`src/rtl/mdr_mem_port_pkg.sv`:
```
// mdr_mem_port_pkg: shared widths, timeout default and FSM state encoding
package mdr_mem_port_pkg;
    localparam int DEF_DATA_W  = 32;
    localparam int DEF_ADDR_W  = 9;
    localparam int DEF_TIMEOUT = 15;
    typedef enum logic [1:0] {
        S_IDLE = 2'd0,
        S_RD   = 2'd1,
        S_WR   = 2'd2,
        S_DONE = 2'd3
    } state_t;
endpackage

```
`src/rtl/mdr_mem_port_timer.sv`:
```
// mdr_mem_port_timer: wait-cycle counter for a memory access, expired at TIMEOUT-1
module mdr_mem_port_timer #(
    parameter int TIMEOUT = 15,
    parameter int CW      = $clog2(TIMEOUT)
) (
    input  logic          clk,
    input  logic          clr,
    input  logic          restart_i,
    input  logic          inc_i,
    output logic [CW-1:0] count_o,
    output logic          expired_o
);
    logic [CW-1:0] count_q, count_d;
    always_comb count_d = restart_i ? '0 : inc_i ? count_q + CW'(1) : count_q;
    always_ff @(posedge clk) count_q <= clr ? '0 : count_d;
    assign count_o   = count_q;
    assign expired_o = count_q == CW'(TIMEOUT - 1);
endmodule

```
`src/rtl/mdr_mem_port.sv`:
```
// mdr_mem_port: memory data register with a req/ack RAM port and access timeout
module mdr_mem_port
    import mdr_mem_port_pkg::*;
#(
    parameter int DATA_W  = DEF_DATA_W,
    parameter int ADDR_W  = DEF_ADDR_W,
    parameter int TIMEOUT = DEF_TIMEOUT
) (
    input  logic              clk,
    input  logic              clr,
    input  logic [DATA_W-1:0] bus_in,
    input  logic [ADDR_W-1:0] mar_q,
    input  logic              mdr_in,
    input  logic              read,
    input  logic              write_st,
    input  logic [DATA_W-1:0] mem_rdata,
    input  logic              mem_ack,
    output logic              mem_req,
    output logic              mem_we,
    output logic [ADDR_W-1:0] mem_addr,
    output logic [DATA_W-1:0] mem_wdata,
    output logic [DATA_W-1:0] mdr_q,
    output logic              busy,
    output logic              done,
    output logic              err
);
    localparam int CW = $clog2(TIMEOUT);
    state_t            state_q, state_d;
    logic              req_q, req_d, we_q, we_d, busy_q, busy_d, done_q, done_d, err_q, err_d;
    logic [ADDR_W-1:0] addr_q, addr_d;
    logic [DATA_W-1:0] wdata_q, wdata_d, mdr_d;
    logic              inc, expired;
    logic [CW-1:0]     count;
    always_comb begin
        state_d = state_q;
        req_d   = req_q;
        we_d    = we_q;
        busy_d  = busy_q;
        addr_d  = addr_q;
        wdata_d = wdata_q;
        mdr_d   = mdr_q;
        done_d  = 1'b0;
        err_d   = 1'b0;
        case (state_q)
            S_IDLE: begin
                // a store beats a simultaneous MDR load; the dropped load is flagged
                if (write_st) begin
                    state_d = S_WR;
                    addr_d  = mar_q;
                    wdata_d = mdr_q;
                    req_d   = 1'b1;
                    we_d    = 1'b1;
                    busy_d  = 1'b1;
                    err_d   = mdr_in;
                end else if (mdr_in && read) begin
                    state_d = S_RD;
                    addr_d  = mar_q;
                    req_d   = 1'b1;
                    we_d    = 1'b0;
                    busy_d  = 1'b1;
                end else if (mdr_in) begin
                    mdr_d = bus_in;
                end
            end
            S_RD, S_WR: begin
                if (mem_ack) begin
                    mdr_d   = state_q == S_RD ? mem_rdata : mdr_q;
                    state_d = S_DONE;
                    req_d   = 1'b0;
                    we_d    = 1'b0;
                    busy_d  = 1'b0;
                    done_d  = 1'b1;
                end else if (expired) begin
                    state_d = S_IDLE;
                    req_d   = 1'b0;
                    we_d    = 1'b0;
                    busy_d  = 1'b0;
                    err_d   = 1'b1;
                end
            end
            default: state_d = S_IDLE;
        endcase
    end
    // count only while waiting in the same access state; any transition restarts it
    assign inc = (state_q == S_RD || state_q == S_WR) && state_d == state_q;
    mdr_mem_port_timer #(.TIMEOUT(TIMEOUT), .CW(CW)) u_timer (
        .clk       (clk),
        .clr       (clr),
        .restart_i (!inc),
        .inc_i     (inc),
        .count_o   (count),
        .expired_o (expired)
    );
    always_ff @(posedge clk) begin
        if (clr) begin
            state_q <= S_IDLE;
            req_q   <= 1'b0;
            we_q    <= 1'b0;
            busy_q  <= 1'b0;
            done_q  <= 1'b0;
            err_q   <= 1'b0;
            addr_q  <= '0;
            wdata_q <= '0;
            mdr_q   <= '0;
        end else begin
            state_q <= state_d;
            req_q   <= req_d;
            we_q    <= we_d;
            busy_q  <= busy_d;
            done_q  <= done_d;
            err_q   <= err_d;
            addr_q  <= addr_d;
            wdata_q <= wdata_d;
            mdr_q   <= mdr_d;
        end
    end
    assign mem_req   = req_q;
    assign mem_we    = we_q;
    assign mem_addr  = addr_q;
    assign mem_wdata = wdata_q;
    assign busy      = busy_q;
    assign done      = done_q;
    assign err       = err_q;
    logic unused_count;
    assign unused_count = ^count;
endmodule

```
`config.mk`:
```
export PLATFORM = sky130hd
export DESIGN_NAME = mdr_mem_port
export DESIGN_NICKNAME = d
export VERILOG_FILES = /design/src/rtl/mdr_mem_port_pkg.sv /design/src/rtl/mdr_mem_port_timer.sv /design/src/rtl/mdr_mem_port.sv
export SDC_FILE = /design/constraint.sdc
export NUM_CORES = 1
export LEC_CHECK = 0
export ABC_CLOCK_PERIOD_IN_PS = 3700
export BUFFER_PORTS_ARGS = -buffer_cell sky130_fd_sc_hd__buf_4
export CAP_MARGIN = 30
export CORE_AREA = 2 2 79 111
export DETAILED_ROUTE_END_ITERATION = 10
export DIE_AREA = 0 0 81 113
export PLACE_DENSITY = 0.88
export SLEW_MARGIN = 20
export SYNTH_ARGS = -nofsm -noshare
export SYNTH_HDL_FRONTEND = slang
export SYNTH_HIERARCHICAL = 1
export SYNTH_SLANG_ARGS = --single-unit
```
`constraint.sdc`:
```
create_clock -name clk -period 3.7 [get_ports clk]
set_clock_uncertainty 0.15 [all_clocks]
set_input_delay 0.37 -clock clk [delete_from_list [all_inputs] [get_ports clk]]
set_output_delay 0.37 -clock clk [all_outputs]
set_load 0.005 [all_outputs]
```
## Word-level counts from Yosys, hierarchy flattened

Cells that the tools add are included.

- Register bits after elaboration: 83
- Logic and storage cells: 62
- Input bits: 79
- Output and inout bits: 78

- Equal/unequal tests: 11
- Reductions and logical operators: 13
- $add $sub $neg: 1
- Bitwise logic cells: 2
- Mux-type cells: 26

Operator list:

| cell | number |
|---|---|
| two-way mux 32 bit | 5 |
| case mux 32 bit (2 select lines) | 1 |
| two-way mux 9 bit | 2 |
| two-way mux 1 bit | 10 |
| != test 2 bit, second input constant | 5 |
| two-way mux 2 bit | 4 |
| != test 3 bit, second input constant | 2 |
| case mux 1 bit (2 select lines) | 3 |
| AND reduction 6 bit | 1 |
| OR reduction 2 bit | 3 |
| adder 4 x 1 -> 4 bit, second input constant | 1 |
| equality test 4 bit, second input constant | 1 |
| case mux 2 bit (2 select lines) | 1 |
| AND reduction 2 bit | 2 |
| nonzero test 2 bit | 2 |
| AND reduction 3 bit | 1 |
| equality test 2 x 1 -> 1 bit, second input constant | 1 |
| equality test 2 bit | 1 |
| equality test 2 bit, second input constant | 1 |
| logical AND 1 bit | 2 |
| zero test 2 bit | 1 |
| inverter 1 bit | 2 |
| logical OR 1 bit | 1 |

## Logic depth before layout (Yosys ltp)

- Depth in word-level cells: 8
- Mapped depth: 8
- Gate-level depth less buffers: 8

## Hierarchy

The synthesis kept the hierarchy.

Modules (own cells, without submodules):

| module | area each (um2) | cells each | times used | seq. area each (um2) |
|---|---|---|---|---|
| mdr_mem_port | 3716.1 | 408 | 1 | 1581.5 |
| mdr_mem_port_timer | 197.7 | 20 | 1 | 80.1 |

## Worst setup path before layout

OpenSTA, ideal clock, no wires.

- Path kind: reg2reg
- Start: register state_q[0]
- End: register u_timer.count_q[3] (netlist: u_timer/count_o[3])
- Data arrival time: 2.359 ns
- Required time: 3.427 ns
- Path slack: 1.067 ns
- Buffers on the path: 1
- Setup time: 0.123 ns
- Stages on the path, launching flop included: 8
- Path through: dfxtp_1 > inv_1 > ha_1 > clkbuf_1 > o41ai_1 > nor4_1 > nand4_1 > mux2_1

- Longest elaborated chain between the ends: 7
- Elaborated cells on any way between the ends: 14
- Classes of those cells: eq/ne (3); mux (5); bitwise (1); reduce/logical (5)

RTL lines:

| element | RTL line | RTL |
|---|---|---|
| from (decl) | mdr_mem_port.sv:28 | `state_t state_q, state_d;` |
| from (signal assigned) | mdr_mem_port.sv:106 | `state_q <= state_d;` |
| equality test 2 x 1 -> 1 bit, or another cell as far along | mdr_mem_port.sv:44, mdr_mem_port.sv:85 |  |
| OR reduction 2 bit, or another cell as far along | mdr_mem_port.sv:44 | `case (state_q)` |
| case mux 2 bit (2 select lines) | mdr_mem_port.sv:44 |  |
| equality test 2 bit | mdr_mem_port.sv:85 | `assign inc = (state_q == S_RD \|\| state_q == S_WR) && state_d == state_q;` |
| logical AND 1 bit (*) | mdr_mem_port.sv:85 |  |
| via inc | mdr_mem_port.sv:32 | `logic inc, expired;` |
| inverter 1 bit (no line) (*) | - |  |
| OR reduction 2 bit (no line) (*) | - |  |
| to (signal assigned) | mdr_mem_port_timer.sv:15 | `always_ff @(posedge clk) count_q <= clr ? '0 : count_d;` |
| to (decl) | mdr_mem_port_timer.sv:13 | `logic [CW-1:0] count_q, count_d;` |

Mark *: on every way through the listed nets, which the timed path passes. The rest lies on a longest branch.
A chain may end at the register's enable or synchronous reset.

## Worst setup path in the final report

- Start: register state_q[0]
- End: register mdr_q[24]

- Longest elaborated chain between the ends: 4
- Elaborated cells on any way between the ends: 12
- Classes of those cells: eq/ne (7); mux (1); reduce/logical (4)

RTL lines:

| element | RTL line | RTL |
|---|---|---|
| equality test 2 x 1 -> 1 bit / equality test 2 bit (equally long branches) | mdr_mem_port.sv:44, mdr_mem_port.sv:67 |  |
| OR reduction 2 bit | mdr_mem_port.sv:44 |  |
| != test 2 bit (no line) / nonzero test 2 bit (equally long branches) | - |  |
| AND reduction 6 bit (no line) | - |  |
| to (signal assigned) | mdr_mem_port.sv:114 | `mdr_q <= mdr_d;` |
| to (decl) | mdr_mem_port.sv:22 | `output logic [DATA_W-1:0] mdr_q,` |

Parallel ways exist; a longest one is shown, timed or not.

==> out/results.txt <==
Number of global-route vias before repair - 3439
First-pass GRT wire length - 15.6 mm
Setup_tns - 0 ps
Final min period - 2940 ps
Post-route setup slack - 763 ps
Final Total Pwr - 3.28 mW
Register bit total from synthesis - 83
Total core area - 0.00810 mm^2
Fraction of layout cells with a size suffix above 1 - 37.6%
Synth cell types - 44
Die W - 81 um
RSZ-0062 raised after global routing - false
# fillers - 649
Post-cts resize count - 0
Wire length per cell - 14.5 um
CTS tree - yes
Final worst path period share - 79.4%
Top FF cell, synth - dfxtp_1
Buffers on Ports - 156
CTS Buf Count - 9
Final Setup Violations - 0
EDFF count, synth - 0
Area Growth Syn to Fin - 39.1%
R2R depth - 6
Switching Fraction - 30.5%
CTS Buffer Depth - 2
Post-place setup slack - 780 ps
Worst path arrival time - 3000 ps
Peak supply drop - 0.348 mV
Boundary Pins - 157
Yosys warns - 6
Clk sinks - 83
DRT Wirelength - 9.81 mm
Worst Hold End - mem_addr[1]
Placed Area - 0.00510 mm^2
Register area share after synthesis - 42.5%
Syn avg cell area - 9.14 um^2
Internal power - 2.28 mW
GRT Overall Usage - 21.6%
Critical path type - flip-flop to flip-flop
Min-Delay Path Depth - 3
Dpl hpwl - 7.12 mm
Clock power frac - 27.6%
Largest net degree at the start of global routing - 104
1st-iter DRT viols - 141
DR vias/cell - 5.14
Internal reg-to-reg setup slack - 760 ps
Nets - 654
Synth async-reset ratio - 0%
Worst Hold Class - input port to flip-flop
Status - complete, no violations
CTS clk-pin slew, worst paths - 60 ps
Final hold violation count - 0
Max-cap violations - 0
Reg power frac - 35.8%
Critical path endpoint category - flip-flop
Initial antenna violation count - 0
Post-CTS Hold Fix Bufs - 0
Leakage - 2.48 nW
Required @ worst endpoint - 3760 ps
Worst setup SP type - flip-flop
Via count - 3482
Clk root buf - clkbuf_16
Hold Startpoint - mar_q[1]
Clock H-tree levels - 3
Gate power share - 36.6%
Fmax - 0.340 GHz
CP max FO - 19
Initial core utilization - 48.3%
Mapped Nets - 512
Gpl congestion - 0.835
Drt first pass iters - 4
# rows - 39
Sw power - 1.00 mW
Fin. max-slew vios - 0
DRC - 0
Inserted Diodes - 0
Post-route cell area - 0.00545 mm^2
Max-slew headroom - 60.1%
Least-Margin Pin Slew - 598 ps
Grt total ovfl - 0
Synth Instances - 428
Clk_lat worst skew - 320 ps
Die height - 113 um
P per Cell Area - 602 mW/mm^2
Post-CTS setup buffer count - 0
Die Footprint - 0.00915 mm^2
Synth Cell Area - 0.00391 mm^2
Worst reg2reg startpoint - state_q[0]
Post-route antenna net violation count - 0
Reg-to-Reg End - mdr_q[24]
placed cells by master, fill, tap and decap left out, types with 2 or more instances in the layout:
cell type and instances:
buf_4 162, mux2_4 30, nand2b_1 2, dfxtp_1 83, o21ai_0 10, nor2b_1 37
inv_1 5, nand3_1 9, ha_1 4, a21oi_1 44, mux2i_1 33, mux2_2 3
clkbuf_16 9, a211oi_1 4, nor3b_1 3, nor2_1 36, nor3_1 2, nand2_1 67
clkbuf_8 2
synthesized netlist by cell type, types with 2 or more instances:
master	number	area, um^2
nand3_1	9	45.0
ha_1	5	62.6
mux2_2	3	33.8
mux2_4	30	450
o21ai_0	10	50.1
buf_1	6	22.5
clkbuf_1	19	71.3
nand2_1	67	251
nand2b_1	2	12.5
a21oi_1	44	220
inv_1	5	18.8
nor3_1	2	10.0
a211oi_1	4	30.0
mux2i_1	33	330
buf_6	4	45.0
nor2b_1	37	231
dfxtp_1	83	1660
nor2_1	36	135
buf_2	2	10.0
nor3b_1	3	22.5
per-stage QoR:
stage / util [%] / instances / hold WS (ps)
after floorplan: - / 428 / 303
final: 67.2 / 677 / 151
after global placement: 63.0 / 660 / 293
after detailed placement: 63.0 / 660 / 297
after CTS: 66.9 / 676 / 145
after global routing: 67.2 / 677 / 153
power by group through the flow:
stage / clock [mW] / sequential [mW] / combinational, mW
floorplan: 0 / 1.18 / 0.773
global placement: 0 / 1.18 / 1.18
CTS: 0.924 / 1.17 / 1.21
finish: 0.905 / 1.17 / 1.20
global route: 0.960 / 1.19 / 1.30
detailed placement: 0 / 1.19 / 1.20
per-layer routing:
metal | part of all wire, % | wire, um | global-route usage [%] | up-vias
li1 | - | - | - | 1724
met3 | 4.2 | 412 | 2.47 | 20
met4 | 2.6 | 257 | 10.8 | 0
met5 | 0 | 0 | 0 | -
met2 | 54 | 5290 | 38.3 | 105
met1 | 39 | 3850 | 25.1 | 1633
area by class of cell:
class	instances	area (um^2)	area share, %
Inverter	5	18.8	0.345
Tap cell	102	128	2.34
Clock inverter	5	60.1	1.10
Clock buffer	11	253	4.64
Multi-Input combinational cell	308	2080	38.2
Timing Repair Buffer	163	1240	22.8
Sequential cell	83	1660	30.5
state kept, by name, indices dropped and copies added (netlist names):
signal,count
mem_we,1
busy,1
state_q,2
mdr_q,32
done,1
mem_wdata,32
u_timer/count_o,4
err,1
mem_addr,9
cell families after synthesis:
family | count (synthesis) | share of synthesized area [%]
flip-flops | 83 | 42.5
multiplexers | 67 | 21.1
adder cells (fa/ha/maj) | 5 | 1.60
buffers and inverters | 37 | 4.48
XOR/XNOR | 1 | 0.224
AND/OR/NAND/NOR | 168 | 20.5
AO/OA/AOI/OAI | 67 | 9.69
how the worst max path moves through the flow:
stage,startpoint,to,slack [ps],depth (start not counted)
3_5_place_dp,state_q[0],mdr_q[30],780,6
5_1_grt,state_q[0],mdr_q[20],580,6
3_3_place_gp,state_q[0],mdr_q[23],870,6
6_report,state_q[0],mdr_q[24],760,6
2_1_floorplan,state_q[0],u_timer/count_o[3],1070,7
4_1_cts,state_q[0],mdr_q[24],770,6
critical path, cell delays in order (launching register included):
cell      delay [ps]
dfxtp_1          410
inv_1            120
ha_2             610
nor2b_1          290
a2111o_2         520
buf_4            390
mux2_4           330
Note: power is estimated with default switching activity, not from simulation.
